File: config.mk
export PLATFORM = sky130hd
export DESIGN_NAME = button_cmd_encoder
export DESIGN_NICKNAME = d
export VERILOG_FILES = /design/src/rtl/button_cmd_pkg.sv /design/src/rtl/btn_debounce.sv /design/src/rtl/button_cmd_encoder.sv
export SDC_FILE = /design/constraint.sdc
export NUM_CORES = 1
export LEC_CHECK = 0
export ABC_AREA = 1
export CAP_MARGIN = 40
export CELL_PAD_IN_SITES_DETAIL_PLACEMENT = 1
export CELL_PAD_IN_SITES_GLOBAL_PLACEMENT = 2
export CORE_MARGIN = 2
export CORE_UTILIZATION = 40
export CTS_BUF_LIST = sky130_fd_sc_hd__clkbuf_2
export CTS_CLUSTER_DIAMETER = 60
export DETAILED_ROUTE_END_ITERATION = 8
export GPL_ROUTABILITY_DRIVEN = 1
export GPL_TIMING_DRIVEN = 0
export PLACE_DENSITY_LB_ADDON = 0.25
export SLEW_MARGIN = 10
export SYNTH_ARGS = -nofsm -noshare
export SYNTH_HDL_FRONTEND = slang
export SYNTH_HIERARCHICAL = 1
export SYNTH_SLANG_ARGS = --single-unit
File: constraint.sdc
create_clock -name clk -period 1.4 [get_ports clk]
set_input_delay 0.28 -clock clk [delete_from_list [all_inputs] [get_ports clk]]
set_output_delay 0.28 -clock clk [all_outputs]
set_load 0.01 [all_outputs]
File: src/rtl/button_cmd_pkg.sv
// Shared types and constants for the push-button command encoder.
package button_cmd_pkg;

  typedef enum logic [2:0] {
    IDLE,
    RIGHT,
    LEFT,
    PAUSE,
    RESET
  } state_e;

  localparam logic [3:0] CMD_IDLE  = 4'b0000;
  localparam logic [3:0] CMD_RST   = 4'b0001;
  localparam logic [3:0] CMD_RIGHT = 4'b0010;
  localparam logic [3:0] CMD_LEFT  = 4'b0100;
  localparam logic [3:0] CMD_PAUSE = 4'b1000;

  localparam int BTN_RST   = 0;
  localparam int BTN_RIGHT = 1;
  localparam int BTN_LEFT  = 2;
  localparam int BTN_PAUSE = 3;

  function automatic logic [3:0] state_cmd(input state_e s);
    logic [3:0] c;
    c = CMD_IDLE;
    case (s)
      RIGHT:   c = CMD_RIGHT;
      LEFT:    c = CMD_LEFT;
      PAUSE:   c = CMD_PAUSE;
      RESET:   c = CMD_RST;
      default: c = CMD_IDLE;
    endcase
    return c;
  endfunction

  // The RESET state reports the IDLE code on the mode bus.
  function automatic logic [1:0] state_mode(input state_e s);
    logic [1:0] m;
    m = 2'd0;
    case (s)
      RIGHT:   m = 2'd1;
      LEFT:    m = 2'd2;
      PAUSE:   m = 2'd3;
      default: m = 2'd0;
    endcase
    return m;
  endfunction

endpackage

File: src/rtl/btn_debounce.sv
// One button: 2-flop synchroniser, stable-count debouncer and registered rising-edge pulse.
module btn_debounce #(
  parameter int DB_CYCLES = 500000
) (
  input  logic clk,
  input  logic rst,
  input  logic raw,
  output logic level,
  output logic rise
);

  localparam int CW = (DB_CYCLES > 1) ? $clog2(DB_CYCLES) : 1;
  localparam logic [CW-1:0] CNT_LAST = CW'(DB_CYCLES - 1);

  logic          sync1_q;
  logic          sync2_q;
  logic          db_q;
  logic          db_d;
  logic          db_prev_q;
  logic          rise_q;
  logic [CW-1:0] cnt_q;
  logic [CW-1:0] cnt_d;

  // Any sample that agrees with the accepted level restarts the stability count.
  always_comb begin
    db_d  = db_q;
    cnt_d = '0;
    if (sync2_q != db_q) begin
      if (cnt_q == CNT_LAST) begin
        db_d  = sync2_q;
        cnt_d = '0;
      end else begin
        cnt_d = cnt_q + 1'b1;
      end
    end
  end

  always_ff @(posedge clk or posedge rst) begin
    if (rst) begin
      sync1_q   <= 1'b0;
      sync2_q   <= 1'b0;
      db_q      <= 1'b0;
      db_prev_q <= 1'b0;
      rise_q    <= 1'b0;
      cnt_q     <= '0;
    end else begin
      sync1_q   <= raw;
      sync2_q   <= sync1_q;
      db_q      <= db_d;
      db_prev_q <= db_q;
      rise_q    <= db_q & ~db_prev_q;
      cnt_q     <= cnt_d;
    end
  end

  assign level = db_q;
  assign rise  = rise_q;

endmodule

File: src/rtl/button_cmd_encoder.sv
// Turns four raw push-buttons into the latched one-hot command bus for the LED shifter.
module button_cmd_encoder
  import button_cmd_pkg::*;
#(
  parameter int DB_CYCLES  = 500000,
  parameter int RST_CYCLES = 2
) (
  input  logic       clk,
  input  logic       rst,
  input  logic [3:0] button,
  output logic [3:0] cmd,
  output logic [1:0] mode,
  output logic       cmd_event
);

  localparam int RW = $clog2(RST_CYCLES + 1);
  localparam logic [RW-1:0] RCNT_LOAD = RW'(RST_CYCLES - 1);

  logic [3:0]    rise_w;
  logic [3:0]    level_w;
  logic [3:0]    press_w;

  state_e        state_q;
  state_e        state_d;
  logic [RW-1:0] rcnt_q;
  logic [RW-1:0] rcnt_d;
  logic [3:0]    cmd_q;
  logic [3:0]    cmd_d;
  logic [1:0]    mode_q;
  logic [1:0]    mode_d;
  logic          event_q;
  logic          event_d;

  generate
    for (genvar gi = 0; gi < 4; gi++) begin : g_btn
      btn_debounce #(
        .DB_CYCLES(DB_CYCLES)
      ) u_debounce (
        .clk  (clk),
        .rst  (rst),
        .raw  (button[gi]),
        .level(level_w[gi]),
        .rise (rise_w[gi])
      );
    end
  endgenerate

  // A press is only taken while its debounced level is still asserted.
  assign press_w = rise_w & level_w;

  always_comb begin
    state_d = state_q;
    rcnt_d  = rcnt_q;
    event_d = 1'b0;
    if (press_w[BTN_RST]) begin
      state_d = RESET;
      rcnt_d  = RCNT_LOAD;
      event_d = 1'b1;
    end else begin
      case (state_q)
        RESET: begin
          if (rcnt_q == '0) begin
            state_d = IDLE;
          end else begin
            rcnt_d = rcnt_q - 1'b1;
          end
        end
        default: begin
          if (press_w[BTN_PAUSE]) begin
            state_d = PAUSE;
            event_d = 1'b1;
          end else if (press_w[BTN_LEFT]) begin
            state_d = LEFT;
            event_d = 1'b1;
          end else if (press_w[BTN_RIGHT]) begin
            state_d = RIGHT;
            event_d = 1'b1;
          end
        end
      endcase
    end
    cmd_d  = state_cmd(state_d);
    mode_d = state_mode(state_d);
  end

  always_ff @(posedge clk or posedge rst) begin
    if (rst) begin
      state_q <= IDLE;
      rcnt_q  <= '0;
      cmd_q   <= CMD_IDLE;
      mode_q  <= 2'd0;
      event_q <= 1'b0;
    end else begin
      state_q <= state_d;
      rcnt_q  <= rcnt_d;
      cmd_q   <= cmd_d;
      mode_q  <= mode_d;
      event_q <= event_d;
    end
  end

  assign cmd       = cmd_q;
  assign mode      = mode_q;
  assign cmd_event = event_q;

endmodule

# --- After elaboration in Yosys (flattened, before gate mapping) ---
# Index checks and enable logic that the tools add are counted.
totals:
  regBits: 108
  output_inout_bits: 7
  elab_cells: 88
  input_bits: 6
classes:
  reduce_logical: 7
  n_bitwise: 9
  n_eq_ne: 14
  mux: 24
  addsub: 5
op_table:
  columns: ["operator", "count"]
  rows:
  - ["$mux 19", 8]
  - ["$add 19x1->19 const B", 4]
  - ["$eq 19x19->1 const B", 4]
  - ["$mux 3", 6]
  - ["$pmux 4 s4", 1]
  - ["$reduce_and 2->1", 5]
  - ["$eq 3x2->1 const B", 2]
  - ["$eq 3x3->1 const B", 2]
  - ["$mux 2", 3]
  - ["$pmux 2 s3", 1]
  - ["$mux 1", 5]
  - ["$and 1x1->1", 4]
  - ["$and 4x4->4", 1]
  - ["$ne 1x1->1", 4]
  - ["$not 1->1", 4]
  - ["$eq 3x1->1 const B", 1]
  - ["$logic_not 2->1", 1]
  - ["$ne 2x2->1 const B", 1]
  - ["$reduce_bool 2->1", 1]
  - ["$sub 2x1->2 const B", 1]

# --- Longest topological paths before layout ---
# Gate-level depths: netlist (run 1).
depth:
  ltp_word: 8
  ltp_mapped: 8
  mapped_depth_nobuf: 8

# --- Modules after synthesis ---
# The synthesis (run 1) kept the hierarchy.
modules_own_cells:
  columns: ["mod", "area_each_um2", "cells_per_inst", "seq_area_each_um2", "instances"]
  rows:
  - ["btn_debounce", 1290.0, 154, 600.6, 4]
  - ["button_cmd_encoder", 523.0, 60, 300.3, 1]

# --- Least setup slack after synthesis (run 1) ---
# OpenSTA, ideal clock, no wires.
synth_timing:
  kind: "reg2reg"
  startpoint: "register g_btn[0].u_debounce.cnt_q[0]"
  endpoint: "register g_btn[0].u_debounce.cnt_q[18]"
  arrival_time_ns: 1.143
  path_stages_with_launch: 9
  setup_slack_ns: 0.138
  n_path_buf: 0
  setup_ns: 0.119
  cell_sequence: "dfrtp_1 > ha_1 > nand2_2 > nor2_2 > nand2_4 > nor2_2 > nand3_1 > nand3_1 > nor2_1"
synth_via:
  elab_chain_cells: 3
  word_cells_on_any_way: 4
  classes_between: "1 x add/sub; 1 x eq/ne; 2 x mux"
synth_lines:
  columns: ["element", "line", "text"]
  rows:
  - ["start, declared", "btn_debounce.sv:21", "logic [CW-1:0] cnt_q;"]
  - ["start signal, assigned", "btn_debounce.sv:52", "cnt_q <= cnt_d;"]
  - ["$add 19x1->19 / $eq 19x19->1 (equally long branches)", "btn_debounce.sv:33, btn_debounce.sv:29", null]
  - ["$mux 19 (*)", "btn_debounce.sv:29", "if (cnt_q == CNT_LAST) begin"]
  - ["$mux 19 (*)", "btn_debounce.sv:28", "if (sync2_q != db_q) begin"]
  - ["named net g_btn[0].u_debounce.cnt_d[18]", "btn_debounce.sv:22", "logic [CW-1:0] cnt_d;"]
# Mark *: on every way through the listed nets, which the timed path passes. The rest lies on a longest branch.
# A chain may end at the register's enable or synchronous reset.

# --- Worst setup path in the final report (run 1) ---
layout_timing:
  startpoint: "register cmd_q[0], in the netlist cmd[0]"
  endpoint: "output port cmd[0]"
layout_rtl:
  columns: ["element", "line", "text"]
  rows:
  - ["start, declared", "button_cmd_encoder.sv:27", "logic [3:0] cmd_q;"]
  - ["start signal, assigned", "button_cmd_encoder.sv:96", "cmd_q <= cmd_d;"]
  - ["end, declared", "button_cmd_encoder.sv:11", "output logic [3:0] cmd,"]
# No word-level cell between the ends.

==> impl_metrics.csv, run 1 <==
group,metric,value,unit
clock_network,clk_pin_slew,260,ps
routing,ant_nets,0,
synth,ys_ff_latch,108,
synth,synth.distinct_cells,27,
timing,period_minus_slack,1480,ps
clock_network,cts_buffers,9,
placement,placed_cells,872,
synth,synthTopCellsByArea,"dfrtp_1 (48%), nor2_1 (9.2%), nand2_1 (7.5%)",
clock_network,root_buffer,"clkbuf_2",
routing,vias_per_cell,4.82,
placement,io_buffers,12,
min_path,hold_path_class,"in -> reg",
critical_path,worstPathRequired,1120,ps
timing,fin_crit_sh,1.06,
clock_network,clock_latency,610,ps
routing,drt_first_iter_violations,165,
timing,max_slew_margin,0.637,
timing,fmax,0.676,GHz
run_status,outcome,"finished, violations left",
global_routing,grt_pass1_vias,4547,
pwr,seqPwrFrac,0.679,
synth,async_flop_share,1.00,
critical_path,critPathBufInv,1,
pwr,p_comb_frac,0.062,
clock_network,ctsHtreeMaxLevel,3,
synth,yosysTopAreaCellShare,0.476,
pwr,p_sw,1.22,mW
global_routing,antenna_found_initial,0,
floorplan,io_pins,13,
timing,tns,-331,ps
placement,gp_congestion,0.830,
global_routing,grt_pass1_wl,21900,um
synth,ys_warn_count,6,
synth,yosys.area.top_type,"dfrtp_1",
critical_path,start_kind,"flop",
routing,top_layer,"met4",
pwr,powerDensity,691,mW/mm2
floorplan,fp.dieH,123,um
critical_path,cp-end-kind,"output port",
routing,vias,4461,
run_status,violations,"negative setup slack",
critical_path,worstPathArrival,1200,ps
cells_and_area,drive_above_1_share,0.296,
floorplan,die_area,0.0152,mm2
clock_network,clock-sinks,108,
global_routing,grt_overflow,0,
critical_path,critical_path.cell_chain,"buf_2",
clock_network,cts_tree,"done",
global_routing,grt_max_degree,16,
critical_path,crit_path_start,"cmd[0]$_DFF_PP0_",
synth,ys_seq_area_frac,0.476,
cells_and_area,multi_input_area,0.00300,mm2
pwr,leakagePower,2.98,nW
cells_and_area,fillCellCount,1655,
routing,drt-met1-wl,5940,um
routing,wire_per_inst,14.4,um
routing,drc,0,
timing,report.final.setup_viol,9,
floorplan,core,0.0139,mm2
timing,finClkSkew,24.5,ps
critical_path,crit_type,"reg -> out",
min_path,min-delay-start,"button[2]",
clock_network,cts.path.max_buffers,2,
synth,syn-num-nets,687,
cells_and_area,finalNetCount,753,
routing,postRouteWirelength,13300,um
routing,drtPass1Iterations,4,
pwr,swShare,0.258,
pwr,power,4.73,mW
critical_path,critPathTopFamily,"flip-flops",
cells_and_area,stdcell_count,926,
floorplan,chipWidth,123,um
timing,worstMarginPinSlew,543,ps
timing,finalHoldViolCount,0,
synth,postSynthCellCount,676,
global_routing,grt_use_total,0.186,
pwr,p_clk_frac,0.259,
critical_path,max_stage_delay,460,ps
placement,dp.final_hpwl,9670,um
synth,synth_ff_type,"dfrtp_1",
critical_path,critPathMaxFanout,1,
timing,fin_ws,-80.0,ps
synth,syn_area,0.00568,mm2
pwr,vdd_drop_max,388,uV
timing,drv_slew,0,
routing,met3WireLength,201,um
cells_and_area,insertedDiodeCount,0,
cells_and_area,syn_to_final_growth,20.4,%
floorplan,initial_core_util,0.409,
critical_path,slowest_stage,"dfrtp_1",
timing,rsz0062_at_grt,"true",
pwr,cell_internal_pwr,3.51,mW
routing,wl_met2,6910,um
synth,yosysMostFrequentCell,"nor2_1",
floorplan,rows,43,
critical_path,r2r_start,"g_btn[2].u_debounce/cnt_q[0]$_DFF_PP0_",
job,max_cap_violations,0,
cells_and_area,seq_area,0.00273,mm2
synth,avgSynthCellArea,8.41,um2
synth,synth_common_cells,"nor2_1 (140), nand2_1 (113), dfrtp_1 (108)",
synth,synth-edff-count,0,
## through the flow
stage | setup slack [ps] | utilization | hold slack [ps] | area (um2)
after floorplan | 138 | - | 145 | 5680
after global placement | -251 | 0.434 | 332 | 6030
after detailed placement | -119 | 0.440 | 343 | 6100
after CTS | -156 | 0.457 | 26.6 | 6350
after global routing | -167 | 0.493 | 28.5 | 6840
final | -80.0 | 0.493 | 105 | 6840
## power by group through the flow
stage,Combinational (mW),Clock [mW],Sequential [mW]
floorplan,0.143,0,3.24
global placement,0.203,0,3.24
detailed placement,0.237,0,3.25
CTS,0.266,1.32,3.20
global route,0.332,1.44,3.22
finish,0.293,1.22,3.21
## final timing paths
path | end | slack (ps) | cells past startpoint
min in group asynchronous | g_btn[2].u_debounce/cnt_q[17]$_DFF_PP0_ | 130 | 2
setup reg to reg | g_btn[2].u_debounce/cnt_q[18]$_DFF_PP0_ | -20 | 8
hold reg to reg | g_btn[2].u_debounce/sync2_q$_DFF_PP0_ | 390 | 0
setup / recovery | cmd[0] | -80 | 1
hold / removal | g_btn[2].u_debounce/sync1_q$_DFF_PP0_ | 100 | 1
max in group asynchronous | g_btn[1].u_debounce/cnt_q[7]$_DFF_PP0_ | 750 | 3
## state kept, by name (all words and copies together), names as in the netlist
signal                      flops
state_q                         3
cmd                             4
rcnt_q                          2
g_btn.u_debounce/cnt_q         76
mode                            2
g_btn.u_debounce/sync1_q        4
g_btn.u_debounce/sync2_q        4
g_btn.u_debounce/db_prev_q      4
g_btn.u_debounce/rise           4
cmd_event                       1
g_btn.u_debounce/level          4
## kinds of logic after synthesis
kind of cell    count (synthesis)  share of synthesized area
simple gates                  396                      0.353
flops                         108                      0.476
compound gates                 43                     0.0449
fa+ha+maj                       5                     0.0110
buf+inv                        92                     0.0610
xor+xnor                       32                     0.0546
## repair_timing
action / 4_1_cts / 5_1_grt
resized for setup: 58 / 66
setup buffers: 5 / 32
pin swaps: 7 / 45
endpoints found under the setup margin: 60 / 68
hold buffers: 1 / 1
hold endpoints to repair: 1 / 1
cloned: 0 / 0
## placed cells by master (no fill, tap or decap), types with 9 or more instances in the layout
master	n
a21oi_1	16
buf_4	32
clkbuf_2	11
dfrtp_1	89
dfrtp_2	19
inv_1	82
inv_2	9
nand2_1	108
nand2_2	20
nand2_4	19
nand3_1	30
nand3_2	11
nor2_1	130
nor2_2	16
nor2_4	35
xor2_1	20
## final cells by class
type / instances / share of cell area
Inverter: 92 / 0.0507
Clock inverter: 4 / 0.00256
Clock buffer: 11 / 0.00805
Multi-Input combinational cell: 476 / 0.438
Tap cell: 180 / 0.0329
Sequential cell: 108 / 0.399
Timing Repair Buffer: 55 / 0.0693
## metal layers
layer	vias up	global-route usage
li1	2216	-
met1	2201	0.236
met2	27	0.319
met3	17	0.0263
met4	0	0.0753
met5	-	0
Note: power is estimated with default switching activity, not from simulation.
==> run 2, diff against run 1 <==
Settings changed: ABC_AREA 1 to not set, CORE_UTILIZATION 40 to 43.
==> run 2 against run 1 <==
The flow finishes with violations (design-rule violations, negative setup slack); core utilization grew 9.7 points; clock skew shrank 14 ps; total power grew 3.1%; combinational power grew 41%; sequential power is essentially flat; sequential share of layout area grew 0.14 points; worst hold slack lost 11 ps; sequential cell count is the same.
==> impl_metrics.csv, run 2 <==
group,metric,value,unit
synth,yosysMostFrequentCell,"dfrtp_1",
floorplan,fp.dieH,113,um
global_routing,gr-usage-met2,0.354,
synth,yosys.area.top_type,"dfrtp_1",
timing,rsz0062_at_grt,"true",
synth,yosys.area_share.simple,0.254,
timing,fmax,0.546,GHz
global_routing,met1_usage,0.257,
floorplan,io_pins,13,
clock_network,cts.path.max_buffers,2,
pwr,powerDensity,717,mW/mm2
clock_network,cts_tree,"done",
global_routing,busiest_layer,"met2",
floorplan,initial_core_util,0.443,
synth,synth_top_family_by_area,"simple AND/OR/NAND/NOR gates",
synth,synth_mux_area_frac,0.0140,
critical_path,cp-end-kind,"flop",
clock_network,clk_pin_slew,270,ps
job,max_cap_violations,0,
global_routing,grt_pass1_wl,20800,um
synth,synth_common_cells,"dfrtp_1 (108), nor2_1 (66), xor2_1 (32)",
critical_path,worstPathRequired,1930,ps
routing,drt_first_iter_violations,197,
synth,postSynthCellCount,466,
floorplan,chipWidth,113,um
timing,finClkSkew,10.5,ps
cells_and_area,layout_commonest_cell,"dfrtp_1",
timing,fin_crit_sh,1.31,
pwr,vdd_drop_max,529,uV
synth,synth_ff_type,"dfrtp_1",
run_status,violations,"design-rule violations, negative setup slack",
min_path,hold_depth,1,
routing,ant_nets,0,
critical_path,r2r_cells,6,
critical_path,critPathBufInv,2,
critical_path,critPathTopFamily,"simple AND/OR/NAND/NOR gates",
run_status,outcome,"finished, violations left",
timing,report.final.setup_viol,89,
synth,synth.distinct_cells,43,
routing,wire_per_inst,17.8,um
synth,yosys.area_share.adder,0.0123,
timing,drv_slew,0,
pwr,cell_internal_pwr,3.61,mW
global_routing,grt_pass1_vias,4272,
cells_and_area,largest_register_ffs,76,
synth,syn-num-nets,477,
cells_and_area,insertedDiodeCount,0,
global_routing,grt_use_total,0.204,
timing,finalHoldViolCount,0,
clock_network,root_buffer,"clkbuf_2",
synth,synth_compound_area_frac,0.0497,
pwr,seqPwrFrac,0.658,
global_routing,grt_max_degree,17,
routing,postRouteWirelength,12800,um
pwr,p_sw,1.26,mW
synth,yosysTopAreaCellShare,0.529,
synth,ys_warn_count,6,
placement,gp_congestion,0.751,
placement,io_buffers,12,
pwr,leakagePower,2.89,nW
critical_path,r2r_slack,-430,ps
cells_and_area,finalNetCount,583,
critical_path,crit_path_start,"g_btn[3].u_debounce/cnt_q[6]$_DFF_PP0_",
cells_and_area,drive_above_1_share,0.432,
clock_network,clock-sinks,108,
synth,synthTopCellsByArea,"dfrtp_1 (53%), xor2_1 (5.5%), xnor2_1 (5.0%)",
placement,dp.final_hpwl,7550,um
global_routing,antenna_found_initial,0,
min_path,hold_path_class,"in -> reg",
timing,max_slew_margin,0.629,
synth,synth_xor_area_frac,0.105,
synth,async_flop_share,1.00,
pwr,swShare,0.259,
pwr,power,4.87,mW
clock_network,ctsHtreeMaxLevel,3,
critical_path,slowest_stage,"or4b_4",
synth,ys_ff_latch,108,
floorplan,core,0.0115,mm2
critical_path,critical_path.cell_chain,"or4b_4 -> nor3_4 -> a21bo_1 -> buf_6 -> clkbuf_16 -> nor2_4",
critical_path,crit_type,"reg -> reg",
critical_path,critPathMaxFanout,6,
critical_path,rr_endpoint,"g_btn[3].u_debounce/cnt_q[16]$_DFF_PP0_",
floorplan,rows,39,
clock_network,cts_buffers,9,
critical_path,r2r_start,"g_btn[3].u_debounce/cnt_q[6]$_DFF_PP0_",
pwr,p_comb_frac,0.085,
routing,vias,3937,
synth,syn_area,0.00511,mm2
pwr,p_clk_frac,0.257,
placement,pre_cts_ws,-413,ps
floorplan,die_area,0.0128,mm2
critical_path,start_kind,"flop",
timing,fin_ws,-432,ps
critical_path,max_stage_delay,560,ps
synth,ys_seq_area_frac,0.529,
cells_and_area,utilization,0.590,
cells_and_area,largest_register,"g_btn.u_debounce/cnt_q",
cells_and_area,syn_to_final_growth,33.1,%
clock_network,clock_latency,600,ps
timing,worstMarginPinSlew,556,ps
routing,drtPass1Iterations,6,
critical_path,worstPathArrival,2360,ps
min_path,min-delay-start,"button[1]",
timing,period_minus_slack,1830,ps
cells_and_area,final_cell_mix,"dfrtp_1 (96), buf_4 (60), xor2_1 (32)",
timing,whs,94.2,ps
routing,drc,1,
synth,avgSynthCellArea,11.0,um2
global_routing,grt_overflow,0,
synth,synth-edff-count,0,
min_path,holdPathEnd,"g_btn[1].u_debounce/sync1_q$_DFF_PP0_",
global_routing,use_met3,0.0487,
routing,vias_per_cell,5.47,
## run 2: cell type report
type	count	area (um2)
Buffer	13	149
Clock buffer	11	55.1
Clock inverter	5	28.8
Fill cell	1196	4720
Inverter	7	26.3
Multi-Input combinational cell	335	2710
Sequential cell	108	2720
Tap cell	143	179
Timing Repair Buffer	98	925
## run 2: how the worst max path moves through the flow
stage,endpoint,cells past startpoint
floorplan,g_btn[0].u_debounce/cnt_q[10]$_DFF_PP0_,6
global placement,g_btn[2].u_debounce/cnt_q[11]$_DFF_PP0_,6
detailed placement,g_btn[2].u_debounce/cnt_q[16]$_DFF_PP0_,6
CTS,g_btn[2].u_debounce/cnt_q[16]$_DFF_PP0_,6
global route,g_btn[3].u_debounce/cnt_q[12]$_DFF_PP0_,6
finish,g_btn[3].u_debounce/cnt_q[16]$_DFF_PP0_,6
## run 2: power groups by stage
stage | Clock, mW | Sequential (mW) | Combinational [mW]
after floorplan | 0 | 3.25 | 0.157
after global placement | 0 | 3.25 | 0.215
after detailed placement | 0 | 3.26 | 0.247
after CTS | 1.34 | 3.20 | 0.338
after global routing | 1.45 | 3.22 | 0.451
final | 1.25 | 3.21 | 0.413
## run 2: timing repair
action,CTS,global route
gates resized for setup,93,91
buffers inserted,64,11
hold endpoints to repair,2,1
pin swaps,33,34
hold buffers,2,1
endpoints found under the setup margin,90,92
gates cloned,0,4
## run 2: cells by family after synthesis
family          count (synthesis)
mux                             5
buf+inv                        23
simple gates                  227
compound gates                 37
xor+xnor                       61
fa+ha+maj                       5
flops                         108
## run 2: per-layer routing
| layer | wire [um] | vias up | part of all wire |
|---|---|---|---|
| met4 | 146 | 0 | 0.011 |
| met5 | 0 | - | 0 |
| met3 | 231 | 11 | 0.018 |
| met2 | 6770 | 23 | 0.53 |
| li1 | - | 1869 | - |
| met1 | 5660 | 2034 | 0.44 |
## run 2: through the flow
stage	instance area, um2	TNS (ps)	cells
floorplan	5130	-13850	466
global placement	5430	-43470	621
detailed placement	5510	-24310	625
CTS	6280	-24690	704
global route	6790	-33120	720
finish	6790	-27240	720
## run 2: worst reg2reg max path, stage by stage (launching register included)
cell and delay [ps]:
dfrtp_1 460, or4b_4 560, nor3_4 230, a21bo_1 150, buf_6 150, clkbuf_16 180
nor2_4 30
==> run 3, diff against run 2 <==
Settings changed: ABC_AREA set to 1, CORE_UTILIZATION 43 to 40.
==> results of run 3 <==
No change in the layout: final DEF, timing and power equal those of run 1.
